==> src/rtl/mem_stage.sv <==
// -----------------------------------------------------------------------------
// mem_stage_pkg / mem_stage
//
// Memory pipeline stage that sits directly downstream of the execute ALU.
// It takes the registered execute bundle and does three things:
//   * resolves conditional branches from cond + flags;
//   * performs data-memory loads and stores over a simple req/ack bus,
//     including byte/half alignment, write strobes and load extension;
//   * forwards a registered bundle to writeback.
// While a bus access is open, upstream is stalled.
//
// Parameters
//   TIMEOUT        ACCESS cycles to wait for mem_ack before aborting
//                  (0 = wait forever)
//   NOP_PC         pc shown on o_signals while the output bundle is invalid
//
// Ports
//   clk            clock
//   rst            synchronous, active-high reset
//   i_signals      execute result; held stable by upstream while stall is high
//   o_signals      bundle to writeback; wdata = load data or passthrough result
//   stall          upstream must hold i_signals
//   mem_req        bus request, registered
//   mem_we         1 = store
//   mem_addr       word-aligned bus address
//   mem_wdata      store data, replicated across byte lanes
//   mem_wstrb      byte enables for stores, 0 for loads
//   mem_ack        bus completes the access this cycle; mem_rdata is valid
//   mem_rdata      load data
//   take_branch    registered branch decision
//   branch_target  registered copy of i_signals.branch
//   fault          one-cycle pulse on a misaligned access or a bus timeout
// -----------------------------------------------------------------------------
package mem_stage_pkg;

    typedef enum logic [2:0] {
        Never    = 3'd0,
        Always   = 3'd1,
        Zero     = 3'd2,
        NotZero  = 3'd3,
        Carry    = 3'd4,
        NotCarry = 3'd5
    } cond_t;

    // The access size comes from memt for both loads and stores; the U
    // variants only change how load data is extended.
    typedef enum logic [2:0] {
        LoadByte  = 3'd0,
        LoadHalf  = 3'd1,
        LoadWord  = 3'd2,
        LoadByteU = 3'd3,
        LoadHalfU = 3'd4
    } memt_t;

    typedef struct packed {
        logic zero;
        logic carry;
        logic negative;
        logic overflow;
    } flags_t;

    typedef struct packed {
        logic        valid;
        logic [31:0] pc;
        logic [31:0] wdata;   // ALU result, or the address for memory ops
        logic [31:0] reg2;    // store data
        logic        memr;
        logic        memw;
        memt_t       memt;
        cond_t       cond;
        flags_t      flags;
        logic [31:0] branch;
        logic        wback;
        logic [4:0]  wreg;
    } signals_t;

endpackage

module mem_stage
    import mem_stage_pkg::*;
#(
    parameter int          TIMEOUT = 16,
    parameter logic [31:0] NOP_PC  = 32'h0
) (
    input  logic        clk,
    input  logic        rst,
    input  signals_t    i_signals,
    output signals_t    o_signals,
    output logic        stall,
    output logic        mem_req,
    output logic        mem_we,
    output logic [31:0] mem_addr,
    output logic [31:0] mem_wdata,
    output logic [3:0]  mem_wstrb,
    input  logic        mem_ack,
    input  logic [31:0] mem_rdata,
    output logic        take_branch,
    output logic [31:0] branch_target,
    output logic        fault
);

    typedef enum logic [1:0] {
        IDLE   = 2'd0,
        ACCESS = 2'd1,
        DONE   = 2'd2
    } state_t;

    localparam logic [31:0] TIMEOUT_LAST = (TIMEOUT > 0) ? 32'(TIMEOUT - 1) : 32'd0;

    state_t      state;
    signals_t    cap_q;     // memory instruction being serviced
    signals_t    out_q;     // registered output bundle
    logic [31:0] timer;     // ACCESS cycles elapsed, 0 in the first one

    logic        is_mem;
    logic        aligned;
    logic        start;
    logic        misalign;
    logic        taken;
    logic [31:0] load_data;

    // ------------------------------------------------------------------
    // Helpers
    // ------------------------------------------------------------------
    function automatic logic is_aligned(input memt_t t, input logic [1:0] a);
        case (t)
            LoadHalf, LoadHalfU: return ~a[0];
            LoadWord:            return (a == 2'b00);
            default:             return 1'b1;
        endcase
    endfunction

    function automatic logic [3:0] strobe_of(input memt_t t, input logic [1:0] lane);
        case (t)
            LoadHalf, LoadHalfU: return 4'b0011 << lane;
            LoadWord:            return 4'b1111;
            default:             return 4'b0001 << lane;
        endcase
    endfunction

    // The bus picks the correct lane with the strobes, so the data is simply
    // copied into every lane.
    function automatic logic [31:0] replicate(input memt_t t, input logic [31:0] d);
        case (t)
            LoadHalf, LoadHalfU: return {2{d[15:0]}};
            LoadWord:            return d;
            default:             return {4{d[7:0]}};
        endcase
    endfunction

    function automatic logic [31:0] extract(input memt_t t, input logic [1:0] lane,
                                            input logic [31:0] rdata);
        logic [31:0] sh;
        sh = rdata >> {lane, 3'b000};
        case (t)
            LoadByte:  return {{24{sh[7]}}, sh[7:0]};
            LoadByteU: return {24'h0, sh[7:0]};
            LoadHalf:  return {{16{sh[15]}}, sh[15:0]};
            LoadHalfU: return {16'h0, sh[15:0]};
            default:   return rdata;
        endcase
    endfunction

    // Turns an instruction into a bubble that can never write back.
    function automatic signals_t squash(input signals_t s);
        signals_t r;
        r       = s;
        r.valid = 1'b0;
        r.wback = 1'b0;
        return r;
    endfunction

    // ------------------------------------------------------------------
    // Decode of the incoming bundle
    // ------------------------------------------------------------------
    // NOTE: every signal driven in an always_comb gets a default value first,
    // so no path through the block can leave it unassigned and infer a latch.
    always_comb begin
        is_mem   = i_signals.valid & (i_signals.memr | i_signals.memw);
        aligned  = is_aligned(i_signals.memt, i_signals.wdata[1:0]);
        start    = (state == IDLE) & is_mem & aligned;
        misalign = (state == IDLE) & is_mem & ~aligned;

        taken = 1'b0;
        case (i_signals.cond)
            Always:   taken = 1'b1;
            Zero:     taken = i_signals.flags.zero;
            NotZero:  taken = ~i_signals.flags.zero;
            Carry:    taken = i_signals.flags.carry;
            NotCarry: taken = ~i_signals.flags.carry;
            default:  taken = 1'b0;
        endcase
        taken = taken & i_signals.valid;

        load_data = extract(cap_q.memt, cap_q.wdata[1:0], mem_rdata);
    end

    // The capture cycle has to stall combinationally: the instruction is
    // still on i_signals and must stay there until ACCESS completes.
    assign stall = start | (state == ACCESS);

    // Writeback ignores pc on bubbles; showing NOP_PC makes bubbles easy to
    // spot in traces.
    always_comb begin
        o_signals = out_q;
        if (!out_q.valid) begin
            o_signals.pc = NOP_PC;
        end
    end

    // ------------------------------------------------------------------
    // Stage FSM and all registered outputs
    // ------------------------------------------------------------------
    // NOTE: sequential state uses non-blocking assignments only, so every
    // register samples values from before the clock edge regardless of the
    // order of statements in this block.
    always_ff @(posedge clk) begin
        if (rst) begin
            state         <= IDLE;
            cap_q         <= '0;
            out_q         <= '0;
            timer         <= '0;
            mem_req       <= 1'b0;
            mem_we        <= 1'b0;
            mem_addr      <= '0;
            mem_wdata     <= '0;
            mem_wstrb     <= '0;
            take_branch   <= 1'b0;
            branch_target <= '0;
            fault         <= 1'b0;
        end else begin
            fault       <= 1'b0;
            take_branch <= 1'b0;

            case (state)
                IDLE: begin
                    // The branch is resolved only here, so a stalled
                    // instruction produces a single take_branch pulse.
                    take_branch   <= taken;
                    branch_target <= i_signals.branch;

                    if (start) begin
                        cap_q     <= i_signals;
                        out_q     <= squash(i_signals);
                        timer     <= '0;
                        mem_req   <= 1'b1;
                        mem_we    <= i_signals.memw;
                        mem_addr  <= {i_signals.wdata[31:2], 2'b00};
                        mem_wdata <= i_signals.memw ? replicate(i_signals.memt, i_signals.reg2)
                                                    : 32'h0;
                        mem_wstrb <= i_signals.memw ? strobe_of(i_signals.memt,
                                                                i_signals.wdata[1:0])
                                                    : 4'b0000;
                        state     <= ACCESS;
                    end else if (misalign) begin
                        fault <= 1'b1;
                        out_q <= squash(i_signals);
                    end else begin
                        out_q <= i_signals;
                    end
                end

                ACCESS: begin
                    // An ack on the final allowed cycle still wins over the
                    // timeout.
                    if (mem_ack) begin
                        out_q <= cap_q;
                        if (cap_q.memw) begin
                            out_q.wback <= 1'b0;
                        end else begin
                            out_q.wdata <= load_data;
                        end
                        mem_req   <= 1'b0;
                        mem_we    <= 1'b0;
                        mem_wdata <= '0;
                        mem_wstrb <= '0;
                        state     <= DONE;
                    end else if (TIMEOUT != 0 && timer == TIMEOUT_LAST) begin
                        fault     <= 1'b1;
                        out_q     <= squash(cap_q);
                        mem_req   <= 1'b0;
                        mem_we    <= 1'b0;
                        mem_wdata <= '0;
                        mem_wstrb <= '0;
                        state     <= DONE;
                    end else begin
                        timer <= timer + 32'd1;
                    end
                end

                DONE: begin
                    // i_signals still holds the serviced instruction during
                    // DONE; upstream replaces it at this edge, so it is not
                    // looked at again.
                    out_q <= squash(cap_q);
                    state <= IDLE;
                end

                default: begin
                    out_q   <= squash(cap_q);
                    mem_req <= 1'b0;
                    state   <= IDLE;
                end
            endcase
        end
    end

endmodule

==> config.mk <==
export PLATFORM = sky130hd
export DESIGN_NAME = mem_stage
export DESIGN_NICKNAME = d
export VERILOG_FILES = /design/src/rtl/mem_stage.sv
export SDC_FILE = /design/constraint.sdc
export NUM_CORES = 1
export LEC_CHECK = 0
export CAP_MARGIN = 20
export CORE_MARGIN = 1.5
export CORE_UTILIZATION = 30
export CTS_CLUSTER_DIAMETER = 200
export DETAILED_ROUTE_END_ITERATION = 8
export DONT_BUFFER_PORTS = 1
export SYNTH_ARGS = -nofsm -noshare
export SYNTH_HDL_FRONTEND = slang
export SYNTH_SLANG_ARGS = --single-unit
==> constraint.sdc <==
create_clock -name clk -period 5 [get_ports clk]
set_clock_uncertainty 0.1 [all_clocks]
set_input_delay 1 -clock clk [delete_from_list [all_inputs] [get_ports clk]]
set_output_delay 1 -clock clk [all_outputs]
set_load 0.01 [all_outputs]
==> out/metrics.cfg <==
[flow_run]
drv_cap = 0

[clocking]
cts_tree = yes
postCtsSetupRepairBufs = 0
clockBufferDepth = 3
cts.repair.resized = 0
clk_latency_ns = 0.57
cts_buffers = 47
cts_sinks = 400
clkTransAtPathRegs_ns = 0.06
cts_max_level = 2
cts_hold_buf = 0
clockRootBuffer = clkbuf_16

[sta]
period_minus_slack_ns = 3.868
setup_tns_ns = 0
hold_slack_ns = 0.3505
fin_crit_sh_pct = 77.36
finalHoldViolCount = 0
rsz0062_at_grt = false
slew_violations = 0
fmax_ghz = 0.2585
worst_pin_slew_ns = 1.044
setup_viol = 0
slew_headroom_pct = 30.38

[worst_setup_path]
end_kind = output pin
crit_chain = buf_4 > nand2b_1 > a21boi_1 > inv_1
critPathTopFamily = buffers and inverters
crit_buf_inv = 2
critical_path.max_stage_delay_ns = 0.72
slowest_stage = a21boi_1
crit_path_max_fanout = 24
worstSetupPathType = reg2out
crit_required_ns = 3.90
startpoint_type = register
cp.arrival_ns = 2.77

[placed_design]
port_buffers = 0
routabilityCongestion = 0.9359
hpwl_um = 40280

[drt]
num_vias = 15970
first_pass_iters = 6
via_per_inst = 5.524
wire_per_inst_um = 21.14
drt-total-wl_um = 61090
ant_nets = 0
drcViolationCount = 0
drt-initial-drc-count = 1574

[global_routing]
gr-usage-all-layers_pct = 18.26
gr-total-overflow = 0
grt_max_degree = 336
grt_antenna_before_repair = 1
grt_pass1_wl_um = 90650
grt_pass1_vias = 14500

[power]
power_uw = 8220
cellPowerDensity_nw_per_um2 = 421.3
peakVddDrop_mv = 0.2335
p_leak_uw = 0.007201

[floorplan]
start_util_pct = 30.51
die_area_um2 = 63220
core_um2 = 60700
ios = 434
row_count = 90
die_y_um = 251.4
die-width_um = 251.4

[yosys]
synth_area_per_cell_um2 = 7.902
synthTopCellsByArea = dfxtp_1 (43%), nand2_1 (12%), buf_4 (6.6%), a21oi_1 (6.1%), a311oi_1 (5.5%)
ys_top_cells_by_count = nand2_1 (581), dfxtp_1 (400), a21oi_1 (225)
synth_seq_area_share_pct = 43.25
synth_top_cell_area_share_pct = 43.25
ys_async_sr_fraction_pct = 0
yosysUniqueCellTypes = 69
netlist_instances = 2343
synth_enable_flop_cells = 0
synth.cell_area_um2 = 18520
ys_seq_elements = 400
yosys.area.top_type = dfxtp_1
synth_most_common_cell = nand2_1
yosys_warnings = 0
ys.flop_type = dfxtp_1

[finish]
drive_gt1_share_pct = 5.645
fillers = 6298
finalNetCount = 2256
num_antenna_cells = 0
syn_to_final_growth_pct = 5.366

[status]
status = finished clean

[hold_path]
hold_path.class = reg2reg

-- registers in the layout, indices dropped and copies added, names as in the netlist --
| register | count |
|---|---|
| cap_q | 147 |
| o_signals | 115 |
| branch_target | 32 |
| mem_wdata | 32 |
| out_q | 32 |
| timer | 32 |
| mem_wstrb | 4 |
| state | 2 |
| fault | 1 |
| mem_req | 1 |
| mem_we | 1 |
| take_branch | 1 |
-- tightest hold or removal path, stage by stage, from the launching register on --
cell     delay, ns
dfxtp_1       0.31
nand2_1       0.05
a21oi_1       0.05
-- per-layer routing --
layer / up-vias / wire [um] / track usage, %
li1: 7477 / - / -
met1: 7667 / 24160 / 22.28
met2: 703 / 28530 / 29.51
met3: 116 / 6670 / 7.119
met4: 2 / 1711 / 5.714
met5: - / 17 / 0
-- cell usage in the layout, fill, tap and decap left out, types with 15 or more instances in the layout --
cell and instances:
a21oi_1 225, a22o_1 15, a22oi_1 27, a311oi_1 116, and2_1 34, buf_4 15, clkbuf_16 47, dfxtp_1 400
mux2i_1 28, nand2_1 580, nand3_1 25, nor2_1 203, nor4_1 31, o211a_1 25, o211ai_1 19, o21ai_0 51
o2bb2ai_1 19, or3_1 28
-- final timing paths --
kind / start / end / slack (ns) / cells past startpoint
min reg2reg: cap_q[68] / cap_q[68] / 0.35 / 2
max: state[1] / stall / 1.13 / 4
min: cap_q[68] / cap_q[68] / 0.35 / 2
max reg2reg: state[0] / mem_req / 1.59 / 7
-- report_power, final --
group | internal (uW) | switching (uW) | leakage [uW]
sequential | 3410 | 259 | 0.00329
clock | 2290 | 1450 | 0.000805
combinational | 289 | 514 | 0.00311
total | 5990 | 2230 | 0.00720
-- metrics by stage --
stage                     setup WS (ns)  area (um^2)  util (%)  cells
after CTS                         1.151        19480     32.10   2889
after floorplan                   2.003        18520         -   2344
after detailed placement          1.440        17810     29.34   2805
after global placement            1.057        17790     29.32   2804
after global routing             0.9798        19510     32.14   2890
final                             1.132        19510     32.14   2890
-- final cells by class --
class                      instances  area [um^2]  area share, %
multi-input combinational       1595         8568          43.92
tap                              782        978.4          5.015
sequential                       400         8008          41.05
timing repair buffer              22        255.2          1.308
clock buffer                      59         1281          6.567
inverter                           7        26.28         0.1347
clock inverter                    25        391.6          2.007
-- cell families (layout without fill, tap and decap cells) --
family,after synthesis,after routing,synth area share (%)
buf+inv,349,113,10.69
fa+ha+maj,1,1,0.06757
flops,400,400,43.25
simple gates,971,971,22.36
compound gates,581,581,21.44
mux,31,31,1.750
xor+xnor,9,9,0.4257
other cells,1,2,0.02025
No activity file was read; power rests on OpenSTA's default activity.
